File: src/rtl/uart_loader_pkg.sv
// Shared types and constants for the UART command loader.
// UART_LOADER_CSUM_EN widens err by one bit for the checksum flag.
package uart_loader_pkg;

  typedef enum logic [3:0] {
    OP_LOAD_MAT = 4'd1,
    OP_LOAD_VEC = 4'd2,
    OP_START    = 4'd3,
    OP_CLR_ERR  = 4'd4
  } op_e;

  typedef enum logic [1:0] {
    IDLE = 2'd0,
    LOAD = 2'd1,
    CHK  = 2'd2,
    RUN  = 2'd3
  } state_e;

  localparam int unsigned OP_MSB = 15;
  localparam int unsigned OP_LSB = 12;
  localparam int unsigned LEN_W  = 12;

  localparam int unsigned ERR_OP  = 0;
  localparam int unsigned ERR_LEN = 1;
  localparam int unsigned ERR_OVR = 2;
`ifdef UART_LOADER_CSUM_EN
  localparam int unsigned ERR_CSUM = 3;
  localparam int unsigned ERR_W    = 4;
`else
  localparam int unsigned ERR_W    = 3;
`endif

endpackage

File: src/rtl/uart_cmd_loader.sv
// Parses the uart_rx word stream into load/start commands for the MVM core.
// Define UART_LOADER_CSUM_EN to require a trailing XOR checksum word per load.
module uart_cmd_loader
  import uart_loader_pkg::*;
#(
  parameter int W_WORD    = 16,
  parameter int MAT_DEPTH = 256,
  parameter int VEC_DEPTH = 16,
  localparam int MAT_AW   = $clog2(MAT_DEPTH),
  localparam int VEC_AW   = $clog2(VEC_DEPTH)
) (
  input  logic              clk,
  input  logic              rst,
  input  logic              s_valid,
  input  logic [W_WORD-1:0] s_data,
  output logic              mat_we,
  output logic [MAT_AW-1:0] mat_addr,
  output logic [W_WORD-1:0] mat_wdata,
  output logic              vec_we,
  output logic [VEC_AW-1:0] vec_addr,
  output logic [W_WORD-1:0] vec_wdata,
  output logic              mvm_start,
  input  logic              mvm_done,
  output logic              busy,
  output logic [ERR_W-1:0]  err
);

  state_e              state_q, state_d;
  logic [LEN_W-1:0]    len_q, len_d;
  logic [LEN_W-1:0]    cnt_q, cnt_d;
  logic                tgt_vec_q, tgt_vec_d;
  logic                start_q, start_d;
  logic [ERR_W-1:0]    err_q, err_d;
  logic                mat_we_q, mat_we_d;
  logic [MAT_AW-1:0]   mat_addr_q, mat_addr_d;
  logic [W_WORD-1:0]   mat_wdata_q, mat_wdata_d;
  logic                vec_we_q, vec_we_d;
  logic [VEC_AW-1:0]   vec_addr_q, vec_addr_d;
  logic [W_WORD-1:0]   vec_wdata_q, vec_wdata_d;
`ifdef UART_LOADER_CSUM_EN
  logic [W_WORD-1:0]   csum_q, csum_d;
`endif

  logic [OP_MSB-OP_LSB:0] hdr_op;
  logic [LEN_W-1:0]       hdr_len;
  logic [LEN_W-1:0]       cnt_inc;
  logic [ERR_W-1:0]       err_set;
  logic                   err_clr;

  assign hdr_op  = s_data[OP_MSB:OP_LSB];
  assign hdr_len = s_data[LEN_W-1:0];
  assign cnt_inc = cnt_q + LEN_W'(1);

  always_comb begin
    state_d     = state_q;
    len_d       = len_q;
    cnt_d       = cnt_q;
    tgt_vec_d   = tgt_vec_q;
    start_d     = 1'b0;
    mat_we_d    = 1'b0;
    mat_addr_d  = mat_addr_q;
    mat_wdata_d = mat_wdata_q;
    vec_we_d    = 1'b0;
    vec_addr_d  = vec_addr_q;
    vec_wdata_d = vec_wdata_q;
`ifdef UART_LOADER_CSUM_EN
    csum_d      = csum_q;
`endif
    err_set     = '0;
    err_clr     = 1'b0;

    case (state_q)
      IDLE: begin
        if (s_valid) begin
          case (hdr_op)
            OP_LOAD_MAT, OP_LOAD_VEC: begin
              if (hdr_len == '0) begin
                state_d = IDLE;
              end else if ((hdr_op == OP_LOAD_VEC && 32'(hdr_len) > 32'(VEC_DEPTH)) ||
                           (hdr_op == OP_LOAD_MAT && 32'(hdr_len) > 32'(MAT_DEPTH))) begin
                err_set[ERR_LEN] = 1'b1;
              end else begin
                len_d     = hdr_len;
                cnt_d     = '0;
                tgt_vec_d = (hdr_op == OP_LOAD_VEC);
`ifdef UART_LOADER_CSUM_EN
                csum_d    = '0;
`endif
                state_d   = LOAD;
              end
            end
            OP_START: begin
              start_d = 1'b1;
              state_d = RUN;
            end
            OP_CLR_ERR: err_clr = 1'b1;
            default:    err_set[ERR_OP] = 1'b1;
          endcase
        end
      end

      LOAD: begin
        if (s_valid) begin
          if (tgt_vec_q) begin
            vec_we_d    = 1'b1;
            vec_addr_d  = cnt_q[VEC_AW-1:0];
            vec_wdata_d = s_data;
          end else begin
            mat_we_d    = 1'b1;
            mat_addr_d  = cnt_q[MAT_AW-1:0];
            mat_wdata_d = s_data;
          end
          cnt_d = cnt_inc;
`ifdef UART_LOADER_CSUM_EN
          csum_d = csum_q ^ s_data;
          if (cnt_inc == len_q) state_d = CHK;
`else
          if (cnt_inc == len_q) state_d = IDLE;
`endif
        end
      end

`ifdef UART_LOADER_CSUM_EN
      CHK: begin
        if (s_valid) begin
          if (s_data != csum_q) err_set[ERR_CSUM] = 1'b1;
          state_d = IDLE;
        end
      end
`endif

      RUN: begin
        if (s_valid) err_set[ERR_OVR] = 1'b1;
        if (mvm_done) state_d = IDLE;
      end

      default: state_d = IDLE;
    endcase

    // clear first, then OR in new flags so a same-cycle set survives CLR_ERR
    err_d = (err_clr ? '0 : err_q) | err_set;
  end

  always_ff @(posedge clk) begin
    if (rst) begin
      state_q     <= IDLE;
      len_q       <= '0;
      cnt_q       <= '0;
      tgt_vec_q   <= 1'b0;
      start_q     <= 1'b0;
      err_q       <= '0;
      mat_we_q    <= 1'b0;
      mat_addr_q  <= '0;
      mat_wdata_q <= '0;
      vec_we_q    <= 1'b0;
      vec_addr_q  <= '0;
      vec_wdata_q <= '0;
`ifdef UART_LOADER_CSUM_EN
      csum_q      <= '0;
`endif
    end else begin
      state_q     <= state_d;
      len_q       <= len_d;
      cnt_q       <= cnt_d;
      tgt_vec_q   <= tgt_vec_d;
      start_q     <= start_d;
      err_q       <= err_d;
      mat_we_q    <= mat_we_d;
      mat_addr_q  <= mat_addr_d;
      mat_wdata_q <= mat_wdata_d;
      vec_we_q    <= vec_we_d;
      vec_addr_q  <= vec_addr_d;
      vec_wdata_q <= vec_wdata_d;
`ifdef UART_LOADER_CSUM_EN
      csum_q      <= csum_d;
`endif
    end
  end

  assign mat_we    = mat_we_q;
  assign mat_addr  = mat_addr_q;
  assign mat_wdata = mat_wdata_q;
  assign vec_we    = vec_we_q;
  assign vec_addr  = vec_addr_q;
  assign vec_wdata = vec_wdata_q;
  assign mvm_start = start_q;
  assign busy      = (state_q != IDLE);
  assign err       = err_q;

endmodule

File: config.mk
export PLATFORM = sky130hd
export DESIGN_NAME = uart_cmd_loader
export DESIGN_NICKNAME = d
export VERILOG_FILES = /design/src/rtl/uart_loader_pkg.sv /design/src/rtl/uart_cmd_loader.sv
export SDC_FILE = /design/constraint.sdc
export NUM_CORES = 1
export LEC_CHECK = 0
export ABC_CLOCK_PERIOD_IN_PS = 2000
export CAP_MARGIN = 20
export CORE_UTILIZATION = 45
export CTS_CLUSTER_DIAMETER = 30
export CTS_CLUSTER_SIZE = 16
export DETAILED_ROUTE_END_ITERATION = 10
export GPL_ROUTABILITY_DRIVEN = 0
export PLACE_DENSITY = 0.74
export SYNTH_ARGS = -nofsm -noshare
export SYNTH_HDL_FRONTEND = slang
export SYNTH_SLANG_ARGS = --single-unit
File: constraint.sdc
create_clock -name clk -period 2 [get_ports clk]
set_input_delay 0.4 -clock clk [delete_from_list [all_inputs] [get_ports clk]]
set_output_delay 0.4 -clock clk [all_outputs]
set_load 0.005 [all_outputs]
==> results of run 1 <==
## layer usage
metal | up-vias | wire, microns | track usage
met5 | - | 0 | 0
li1 | 1744 | - | -
met3 | 32 | 668 | 0.0693
met1 | 1730 | 4370 | 0.342
met4 | 0 | 280 | 0.0938
met2 | 161 | 5110 | 0.451
## what timing repair did
action / CTS / global route
resized for setup: 64 / 10
hold buffers: 0 / 0
buffers inserted: 12 / 2
endpoints found under the setup margin: 29 / 13
cloned: 2 / 0
pin swaps: 18 / 6
## state kept, by name (all words and copies together) (netlist names)
signal and cells:
mat_wdata 16, len_q 12, mat_we 1, mvm_start 1, vec_addr 4, err 3, tgt_vec_q 1, state_q 2
vec_we 1, mat_addr 8, cnt_q 12, vec_wdata 16
## path summary, 6_finish.rpt
path	from	end	slack (ns)	cells past startpoint
setup / recovery	cnt_q[5]$_SDFFE_PP0P_	state_q[0]$_SDFFE_PP0P_	-0.02	8
hold reg to reg	mat_addr[3]$_SDFFE_PP0P_	mat_addr[3]$_SDFFE_PP0P_	0.45	2
setup reg to reg	cnt_q[5]$_SDFFE_PP0P_	state_q[0]$_SDFFE_PP0P_	-0.02	8
hold / removal	s_data[5]	mat_wdata[5]$_SDFFE_PP0P_	0.41	4
## cells in the mapped netlist (2+ instances only)
cell type	instances
o211ai_1	3
or3_1	4
clkbuf_1	24
o21ai_0	4
buf_6	2
mux2i_1	12
a21o_1	2
a41oi_2	2
a221oi_1	2
xnor2_1	7
nor2_1	33
o21bai_1	3
a31oi_1	2
or4_4	2
or2_2	5
and3_1	5
nand2b_1	5
dfxtp_1	77
o211a_1	4
a21oi_1	66
nor2b_1	3
inv_1	2
and2_1	5
xor2_1	7
nand2_1	104
nand3_1	10
a311oi_1	2
buf_2	3
nor3_1	7
a211oi_2	8
## layout make-up
| type | instances | area [sq um] |
|---|---|---|
| clock inverter | 6 | 87.6 |
| sequential | 77 | 1550 |
| multi-input combinational | 320 | 1930 |
| fill | 503 | 2100 |
| tap | 99 | 124 |
| timing repair buffer | 155 | 1410 |
| inverter | 2 | 7.51 |
| clock buffer | 9 | 124 |
## cell families (layout without fill, tap and decap cells)
logic type | after synthesis | after routing
multiplexers | 12 | 12
flip-flops | 77 | 77
XOR/XNOR | 14 | 14
buffers and inverters | 31 | 172
AO/OA/AOI/OAI | 104 | 104
AND/OR/NAND/NOR | 189 | 189
adder cells (fa/ha/maj) | 1 | 1
## power groups by stage
stage	registers, mW	logic (mW)	clock network [mW]
2_1_floorplan	1.61	0.160	0
3_3_place_gp	1.61	0.386	0
3_5_place_dp	1.61	0.391	0
4_1_cts	1.58	0.453	1.30
5_1_grt	1.58	0.500	1.36
6_report	1.58	0.469	1.29
## critical path, delay by kind of cell (launching register included)
family / cells / cell delay [ns]
compound gates: 3 / 0.56
flops: 1 / 0.45
simple gates: 2 / 0.42
buf+inv: 2 / 0.32
mux: 1 / 0.17
## through the flow
step                hold WS [ns]  instances   util  setup slack, ns  TNS [ns]
floorplan                  0.450        428      -          -0.0906     -1.52
global placement           0.444        638  0.643           -0.595    -15.91
detailed placement         0.447        638  0.643           -0.637    -16.84
CTS                        0.411        666  0.708          -0.0127   -0.0202
global route               0.430        668  0.713           -0.101     -1.07
finish                     0.415        668  0.713          -0.0220   -0.0220
==> results.txt, run 1 <==
The flow ran to the end, but the final reports show violations. The checks that failed: negative setup slack. TritonCTS built the clock tree.

Subtracting the final worst setup slack from the clock period gives 2.02 ns. The power density over cell area works out to 638 nW/um^2. By startpoint and endpoint, the worst setup path is classified as flip-flop to flip-flop. STA classifies the critical path startpoint as a flip-flop.

The number of nets handed over by synthesis was 449. Relative slew slack: 0.786. The part of the cycle the worst path needs was 1.01. Relative to the synthesized area, the layout overhead comes to 51.6%. The post-synthesis cell type count was 43; the share of the synthesized area in the top cell type was 0.447. The tools report the total overflow reported by the global router as 0.

After synthesis the netlist holds a flip-flop and latch count of 77. Setup repair after global routing could not meet its margin everywhere. The logs give 0.837 mW for the switching component of the power and 16300 microns for the global-route wire length before repair. The placed standard-cell area came out at 4710 sq um. Walking the worst path, the cells encountered are nand3_1 > nor4_2 > buf_4 > mux2i_1 > o2111ai_1 > o41ai_2 > buf_4 > a21oi_1. Yosys warning count: 0. The die width is 89.5 microns, and the antenna diode instance count is 0. The overall global routing resource usage was 0.271. Detailed placement finished with a half-perimeter wire length of 6860 microns. The fraction of registers with async set or reset after synthesis is 0. At the pin with the least slew margin, the transition time is 0.320 ns. The worst hold path class was input pin to flip-flop. The logs give 0.470 for the effective utilization at floorplan and 77 for the clock net sink count.

For the row count, the log shows 31. Counting along the longest clock path gives a buffer depth of 2. The first detailed-routing pass took 5 iterations. The clock input transition at the sequential cells of the worst setup and hold paths was 0.08 ns. In this run the number of H-tree levels came out at 3. The synthesized netlist occupies a cell area of 3450 sq um. Commonest register cell after synthesis: dfxtp_1. The first routing iteration left 230 violations. The most used cell along the critical path was buf_4.

Number of antenna violations at the first check in global routing: 0. The largest stage delay on the critical path came out at 0.45 ns. The multiplexer share of the synthesized area is 0.0348, and the number of top-level design ports is 71.

The max-capacitance violation count was 0. The die is 89.5 microns tall. The number of buffers added on ports came out at 70. The tools report the final-report max-slew violation count as 0.

Across the VDD grid, the largest voltage drop is 0.359 mV. For the final database, setup skew stands at 0.0128 ns. Data on the critical path is required at its endpoint by 2.25 ns. The via density per instance was 5.49. The area share of fa/ha/maj cells after synthesis is 0.00363, and the number of failing setup endpoints in the final timing report is 1. Total power for the finished layout comes to 3.33 mW. The sequential element share of the synthesized area is 0.447. After floorplanning, the core was sized to cover 7330 sq um. The run gives 1.97 nW as the leakage dissipation. The clock network power share came out at 0.386.

Along the worst path, the maximum fanout reaches 6. The average wire per standard cell came out at 15.6 microns. For this block, the routed nets add up to 10400 microns of wire. Full die area: 8010 sq um. The switching share of total power is 0.251, and the number of flops mapped to enable cells by yosys is 0. Entering global routing, the biggest net connects 50 pins.

The tools report the remaining antenna violation count as 0. The run gives 0 as the count of final hold-check violations. Summing all non-filler instances in the final layout gives an area of 5230 sq um. The main combinational cell family by area after synthesis is simple AND/OR/NAND/NOR gates. Via count: 3667. The synthesized-area fraction occupied by ao, oa, aoi and oai cells was 0.197; the worst endpoint data arrival time was 2.27 ns.

For this run, design rule violations remaining after detail routing come to 0. The number of buffers created by CTS is 9. Summed over all instances, the cell type with the most area after synthesis is dfxtp_1. STA classifies the critical path endpoint as a flip-flop.

Internal power comes to 2.50 mW. In the final design database the tool counted 586 nets. For this design, the slowest cell found on the critical path is dfxtp_1. Yosys attributes the largest share of cell area to dfxtp_1 (45%), nand2_1 (11%), a21oi_1 (9.6%).

Post-synthesis simple-gate area fraction: 0.242. The maximum clock rate came out at 495 MHz. The tree is rooted in a clkbuf_8. The worst setup margin is -0.0220 ns, and the gate count of the mapped netlist is 428.

The synthesized area per cell came out at 8.05 sq um. The share of final-layout standard cells stronger than drive strength 1 was 0.262; the share of the synthesized netlist area taken by xor and xnor gates was 0.0356. In the layout the commonest cells are nand2_1 (104), buf_4 (74), dfxtp_1 (72), a21oi_1 (65), clkdlybuf4s50_1 (53). The tools report the clock latency on the worst-skew pair as 0.36 ns. The tools report the share of power burned in registers as 0.473. Via count of the first global-routing pass: 3392. The run gives 0.141 as the combinational share of power.

The library cell used most frequently in the layout, excluding fill and tap cells, is nand2_1.
No activity file was read; power rests on OpenSTA's default activity.
==> inputs of run 2 (changes only) <==
--- a/config.mk
+++ b/config.mk
@@ -12,7 +12,10 @@
 export CTS_CLUSTER_SIZE = 16
 export DETAILED_ROUTE_END_ITERATION = 10
 export GPL_ROUTABILITY_DRIVEN = 0
+export GPL_TIMING_DRIVEN = 0
 export PLACE_DENSITY = 0.74
+export SETUP_SLACK_MARGIN = 0.05
 export SYNTH_ARGS = -nofsm -noshare
 export SYNTH_HDL_FRONTEND = slang
 export SYNTH_SLANG_ARGS = --single-unit
+export TNS_END_PERCENT = 30
==> run 2 against run 1 <==
Combinational power fell by 18%; the run still ends with negative setup slack left; setup slack got worse by 0.0014 ns; clock-buffer cell count did not move; clock power fell by 12%; routed wire length fell by 2.0%; highest routed layer unchanged; largest cell class unchanged; largest power group unchanged; critical endpoint is now cnt_q[2]$_SDFFE_PP0P_; critical path depth fell by 2; core utilization fell by 5.6 points.
==> results.txt, run 2 (synthesis results as in run 1) <==
The critical path start-end classification is input pin to flip-flop. On the critical path the largest part of the delay comes from simple AND/OR/NAND/NOR gates. The number of buffers added on ports was 69 (-1.4%). The run gives -0.0234 ns (-0.00144 ns) as the worst setup margin.

The number of top-level design ports was 71 (unchanged); the area used by multi-input combinational logic was 2000 sq um (+4.1%). The antenna diode instance count was 0 (unchanged); the internal reg-to-reg setup slack was -0.02 ns (about the same). The largest vdd supply drop is 0.431 mV (+20%), and the number of remaining DRC errors is 0 (unchanged). STA classifies the critical path endpoint as a flip-flop. The logs give 0.263 (-0.00846) for the overall global routing resource usage and 17 (-66%) for the largest net degree at the start of global routing.

The post-detailed-placement half-perimeter wirelength is 6780 microns (-1.1%), and the number of antenna violations at the first check in global routing is 0 (unchanged). The clock input transition at the sequential cells of the worst setup and hold paths is 0.09 ns (about the same), and the average wire per standard cell is 16.5 microns (+5.8%). The checks that failed: negative setup slack. The effective utilization at floorplan was 0.470 (unchanged). Worst clock skew: 0.00968 ns (-0.00309 ns). The signal on the critical path passes through dlygate4sd2_1 > or2_2 > or4_4 > a31o_4 > buf_16 > a211oi_2. The worst-case clock buffer depth came out at 2 (unchanged). TritonCTS built the clock tree. The relative slew slack is 0.488 (-0.298), and the switching component of the power is 0.904 mW (+8.0%). The core area was 7330 sq um (unchanged); the maximum clock rate was 494 MHz (about the same). The final-report max-slew violation count is 0 (unchanged). The share of power burned in registers came out at 0.507 (+0.034).

The most common library cell in the layout ignoring fill and taps is nand2_1. Tracing the worst setup path back leads to its startpoint at s_data[4]. The largest stage delay on the critical path is 0.54 ns (+0.09 ns), and the number of detailed-routing iterations run before antenna repair is 5 (unchanged).

Setup repair after global routing could not meet its margin everywhere. For this design, the slowest cell found on the critical path is or4_4. The via count of the first global-routing pass is 3213 (-5.3%), and the number of buffers created by CTS is 9 (unchanged).

Leaving out fill and tap cells, the most frequent cells in the layout are nand2_1 (103), dfxtp_1 (69), a21oi_1 (64), clkdlybuf4s50_1 (54), nor2_1 (30). The height of the chip came out at 89.5 microns (unchanged). The flow ran to the end, but the final reports show violations.

The worst hold path belongs to the class input pin to flip-flop. The end-of-flow core utilization came out at 0.657 (-0.0558). The share of final-layout standard cells stronger than drive strength 1 is 0.190 (-0.0715). The pin slew with the least headroom to its limit is 0.768 ns (+0.447 ns). The tools report the cell-internal power as 2.20 mW (-12%).

The total non-filler cell area in the finished layout was 4820 sq um (-7.8%). The via count is 3437 (-6.3%). The switching share of total power is 0.291 (+0.0402).

For the clock latency on the worst-skew pair, the log shows 0.36 ns (about the same). The logs give 0.124 (-0.017) for the combinational share of power and 31 (unchanged) for the row count. The logs give 2.27 ns (+0.02 ns) for the worst path required time and 77 (unchanged) for the clock net sink count.

The tools report the remaining antenna violation count as 0 (unchanged). The number of failing setup endpoints in the final timing report is 2 (+1), and the sequential cell area is 1560 sq um (+0.89%). The count of hold-fix buffers inserted at cts came out at 0 (unchanged). The sum of buffers and inverters on the critical path came out at 2 (unchanged). The logic depth of the worst register-to-register path is 7 (-1), and the number of levels in the clock H-tree is 3 (unchanged). The tools report the sum of negative setup slack as -0.0454 ns (-0.0235 ns). The root buffer cell chosen for the clock tree is clkbuf_8.

The worst endpoint data arrival time is 2.30 ns (+0.03 ns). The global-route wire length before repair is 15700 microns (-3.7%). The total overflow reported by the global router is 0 (unchanged), and the part of the cycle the worst path needs is 1.01 (about the same). Reg-to-reg critical path endpoint: state_q[0]$_SDFFE_PP0P_.

From synthesis to final layout, the design area changed by 39.7%. The via density per instance is 5.55 (+1.1%). The count of final hold-check violations is 0 (unchanged). The leakage dissipation came out at 1.65 nW (-16%). The endpoint of the worst setup timing path is cnt_q[2]$_SDFFE_PP0P_. STA classifies the critical path startpoint as an input pin. The largest driver fanout on the critical path was 6 (unchanged); the total number of cells along the worst setup path was 6 (-2). The run gives 4270 sq um (-9.4%) as the placed standard-cell area. The violation count after the first detailed-routing iteration is 285 (+24%). The die width is 89.5 microns (unchanged).

The net total in the final layout was 536 (-8.5%); the clock network power share was 0.369 (-0.017). The power density over cell area was 644 nW/um^2 (+0.99%); the full die area was 8010 sq um (unchanged). The total wire length after detailed routing was 10200 microns (-2.0%); the shortest clock period the worst path allows after layout was 2.02 ns (+0.00144 ns). The tools report the fill cell total of the finished layout as 580 (+15%). The startpoint of the most critical register-to-register path was cnt_q[1]$_SDFFE_PP0P_. The max-capacitance violation count was 0 (unchanged).
[run 2: layout make-up]
class | count | share of cell area
repair buffers | 81 | 0.163
clock inverters | 7 | 0.0132
multi-input cells | 320 | 0.416
well taps | 99 | 0.0257
plain buffers | 24 | 0.0304
inverters | 2 | 0.00156
clock buffers | 9 | 0.0257
flip-flops and latches | 77 | 0.325
[run 2: tightest hold or removal path, cell delays in order]
cell and delay (ns):
buf_6 0.11, nand2_1 0.06, a21oi_1 0.05
[run 2: stage by stage]
stage               power, mW  std cells  setup slack (ns)  hold WS [ns]
finish                   3.10        619           -0.0234         0.306
global route             3.22        619            -0.148         0.309
CTS                      3.08        618           -0.0442         0.300
detailed placement       1.93        596            -0.860         0.448
global placement         1.93        596            -0.801         0.444
floorplan                1.77        428           -0.0914         0.450
[run 2: power groups by stage]
stage / Clock, mW / Sequential [mW] / Combinational, mW
after floorplan: 0 / 1.61 / 0.160
after global placement: 0 / 1.61 / 0.315
after detailed placement: 0 / 1.61 / 0.319
after CTS: 1.15 / 1.57 / 0.364
after global routing: 1.23 / 1.58 / 0.412
final: 1.14 / 1.57 / 0.385
[run 2: worst min path at each step]
stage	start	end	slack, ns	depth (start not counted)
6_report	s_data[0]	mat_wdata[0]$_SDFFE_PP0P_	0.31	3
5_1_grt	s_data[0]	mat_wdata[0]$_SDFFE_PP0P_	0.31	3
4_1_cts	s_data[0]	mat_wdata[0]$_SDFFE_PP0P_	0.30	3
3_5_place_dp	mat_wdata[2]$_SDFFE_PP0P_	mat_wdata[2]$_SDFFE_PP0P_	0.45	2
3_3_place_gp	vec_wdata[0]$_SDFFE_PP0P_	vec_wdata[0]$_SDFFE_PP0P_	0.44	2
2_1_floorplan	len_q[10]$_SDFFE_PP0P_	len_q[10]$_SDFFE_PP0P_	0.45	1
[run 2: routing by layer]
metal / global-route usage / up-vias / share of wire
met5: 0 / - / 0
met4: 0.120 / 0 / 0.021
met3: 0.0452 / 25 / 0.064
met2: 0.426 / 139 / 0.48
met1: 0.342 / 1628 / 0.43
li1: - / 1645 / -
[run 2: repair_timing]
| action | in CTS | in global routing |
|---|---|---|
| endpoints found under the hold margin | 0 | 0 |
| setup endpoints to repair | 70 | 63 |
| buffers inserted | 9 | 2 |
| resized for setup | 86 | 21 |
| pin swaps | 12 | 4 |
| cloned | 1 | 0 |
==> inputs of run 3 (changes only) <==
--- a/config.mk
+++ b/config.mk
@@ -5,15 +5,14 @@
 export SDC_FILE = /design/constraint.sdc
 export NUM_CORES = 1
 export LEC_CHECK = 0
-export ABC_CLOCK_PERIOD_IN_PS = 2000
 export CAP_MARGIN = 20
-export CORE_UTILIZATION = 45
+export CORE_UTILIZATION = 46
 export CTS_CLUSTER_DIAMETER = 30
 export CTS_CLUSTER_SIZE = 16
 export DETAILED_ROUTE_END_ITERATION = 10
 export GPL_ROUTABILITY_DRIVEN = 0
 export GPL_TIMING_DRIVEN = 0
-export PLACE_DENSITY = 0.74
+export PLACE_DENSITY = 0.76
 export SETUP_SLACK_MARGIN = 0.05
 export SYNTH_ARGS = -nofsm -noshare
 export SYNTH_HDL_FRONTEND = slang
==> run 3 against run 2 <==
The run still ends with negative setup slack left; cell count decreased by 0.48%; setup slack gained 0.00075 ns; die area decreased by 2.1%; hold slack improved by 0.012 ns.
==> results.txt, run 3 (synthesis results as in run 1) <==
The via density per instance came out at 5.57 (+0.34%). Relative to the synthesized area, the layout overhead comes to 36.8%. TritonCTS built the clock tree. For the core area, the log shows 7250 sq um (-1.1%). STA classifies the critical path endpoint as a flip-flop. The number of antenna violations at the first check in global routing came out at 0 (unchanged).

The tools report the antenna diode instance count as 0 (unchanged). The number of detailed-routing iterations run before antenna repair is 5 (unchanged). The tools report the internal reg-to-reg setup slack as -0.02 ns (about the same).

The run gives 0.0118 ns (+0.00213 ns) as the worst clock skew. Among all stages on the critical path, the largest delay is contributed by or4_1. The leakage dissipation was 1.63 nW (-1.4%); the largest net degree at the start of global routing was 15 (-2).

Count of hold-fix buffers inserted at cts: 0 (unchanged). The tools report the category of the worst setup path launch point as a flip-flop. The critical path start-end classification was flip-flop to flip-flop.

For the count of final hold-check violations, the log shows 0 (unchanged). The share of final-layout standard cells stronger than drive strength 1 is 0.172 (-0.0182), and the total non-filler cell area in the finished layout is 4720 sq um (-2.1%). The reg-to-reg critical path endpoint is state_q[0]$_SDFFE_PP0P_.

The effective utilization at floorplan is 0.475 (+0.00503). The total overflow reported by the global router came out at 0 (unchanged). The cell sitting at the root of the clock tree is a clkbuf_8. The cell family contributing the most delay on the critical path is compound AO/OA/AOI/OAI gates. The run gives 4270 sq um (unchanged) as the placed standard-cell area. The part of the cycle the worst path needs works out to 1.01 (about the same). Worst hold path class: input pin to flip-flop. Source of the worst hold timing path: s_data[3]. Walking the worst path, the cells encountered are ha_4 > nand2b_4 > o211ai_1 > a31oi_1 > or4_1 > o41ai_2 > a21oi_1. The largest driver fanout on the critical path is 6 (unchanged), and the worst hold path depth is 3 (unchanged).

The height of the chip was 88.6 microns (-1.1%). In the layout the commonest cells are nand2_1 (103), dfxtp_1 (70), a21oi_1 (65), clkdlybuf4s50_1 (54), nor2_1 (30). The run gives 0 (unchanged) as the final-report max-slew violation count. The number of top-level design ports is 71 (unchanged), and the number of remaining DRC errors is 0 (unchanged). The die width is 88.6 microns (-1.1%), and the relative slew slack is 0.486 (-0.00217).

The tools report the via count as 3432 (-0.15%). The number of levels in the clock H-tree is 3 (unchanged). The tools report the global-route wire length before repair as 15600 microns (-1.0%). The worst hold slack after final layout was 0.318 ns (+0.0116 ns). The largest stage delay on the critical path is 0.49 ns (-0.05 ns). The worst path required time was 2.23 ns (-0.04 ns). The run finished, with violations left. The worst-case clock buffer depth is 2 (unchanged). The tools report the row count as 31 (unchanged). The tools report the worst endpoint data arrival time as 2.25 ns (-0.05 ns). The power density over cell area works out to 675 nW/um^2 (+4.7%). The cell count after placement came out at 596 (unchanged). The number of buffers added on ports is 69 (unchanged), and the sum of buffers and inverters on the critical path is 0 (-2). The total number of cells along the worst setup path is 7 (+1).

The largest vdd supply drop was 0.367 mV (-15%); the max-capacitance violation count was 0 (unchanged). The via count of the first global-routing pass was 3139 (-2.3%); the clock latency on the worst-skew pair was 0.36 ns (about the same). For the maximum clock rate, the log shows 494 MHz (about the same). For hold timing, the worst endpoint is mat_wdata[3]$_SDFFE_PP0P_.

The overall global routing resource usage is 0.261 (-0.00118). The end-of-flow core utilization is 0.650 (-0.00677). Setup repair after global routing could not meet its margin everywhere. The average wire per standard cell was 16.1 microns (-2.4%); the violation count after the first detailed-routing iteration was 285 (unchanged). The clock input transition at the sequential cells of the worst setup and hold paths was 0.08 ns (about the same).

The run gives 6700 microns (-1.2%) as the post-detailed-placement half-perimeter wirelength. The full die area is 7840 sq um (-2.1%), and the worst setup margin is -0.0226 ns (+0.000752 ns). The clock net sink count is 77 (unchanged), and the shortest clock period the worst path allows after layout is 2.02 ns (-0.000752 ns). The net total in the final layout is 533 (-0.56%), and the total wire length after detailed routing is 9930 microns (-2.8%). The number of buffers created by CTS is 9 (unchanged). Leaving out fill and tap cells, the most frequent cell in the layout is nand2_1. The final cell count without fillers came out at 616 (-0.48%). The run gives 1 (-1) as the number of failing setup endpoints in the final timing report.

The remaining antenna violation count was 0 (unchanged); the total power draw was 3.18 mW (+2.5%). The final reports fail on negative setup slack. The logic depth of the worst register-to-register path was 7 (unchanged). The pin slew with the least headroom to its limit came out at 0.771 ns (+0.00326 ns). The startpoint identified for the worst register-to-register timing path is cnt_q[1]$_SDFFE_PP0P_.
[run 3: cell count changes in the layout (fill, tap and decap cells not counted), sizes merged]
cell and delta:
bufinv +1, buf -5, clkbuf +2, clkdlybuf4s15 +1, inv -2
[run 3: metal layers]
layer  GRT usage  vias up  part of all wire
met1       0.354     1623              0.45
met3      0.0532       21             0.058
li1            -     1643                 -
met5           0        -                 0
met4       0.103        0             0.017
met2       0.410      145              0.48
[run 3: layout make-up]
type	count	area [sq um]
fill	612	2540
multi-input combinational	320	1960
sequential	77	1560
timing repair buffer	78	731
clock buffer	10	138
buffer	24	135
tap	99	124
clock inverter	6	70.1
inverter	2	7.51
[run 3: what timing repair did]
item / 4_1_cts / 5_1_grt
gates resized for setup: 69 / 16
endpoints found under the setup margin: 71 / 46
pin swaps: 6 / 8
gates cloned: 1 / 0
buffers inserted: 2 / 6
[run 3: report_power, final]
group          leakage (nW)  switching (mW)  internal, mW  total (mW)
Combinational         0.900           0.205         0.148       0.353
Sequential            0.625          0.0213          1.56        1.58
Clock                 0.101           0.630         0.621        1.25
[run 3: metrics by stage]
stage,setup slack [ns],TNS [ns]
after global placement,-0.823,-37.22
after global routing,-0.143,-0.187
final,-0.0226,-0.0226
after detailed placement,-0.848,-40.58
after floorplan,-0.0914,-1.84
after CTS,0.0120,0
[run 3: worst max-delay path by stage]
| stage | slack (ns) | from | to |
|---|---|---|---|
| 2_1_floorplan | -0.09 | s_data[3] | cnt_q[11]$_SDFFE_PP0P_ |
| 5_1_grt | -0.14 | cnt_q[1]$_SDFFE_PP0P_ | state_q[0]$_SDFFE_PP0P_ |
| 3_3_place_gp | -0.82 | s_data[13] | cnt_q[6]$_SDFFE_PP0P_ |
| 4_1_cts | 0.01 | cnt_q[2]$_SDFFE_PP0P_ | state_q[0]$_SDFFE_PP0P_ |
| 6_report | -0.02 | cnt_q[1]$_SDFFE_PP0P_ | state_q[0]$_SDFFE_PP0P_ |
| 3_5_place_dp | -0.85 | s_data[13] | cnt_q[6]$_SDFFE_PP0P_ |
[run 3: worst register-to-register path: stages (launching register included)]
cell and delay, ns:
dfxtp_4 0.39, ha_4 0.20, nand2b_4 0.07, o211ai_1 0.21
a31oi_1 0.12, or4_1 0.49, o41ai_2 0.32, a21oi_1 0.10
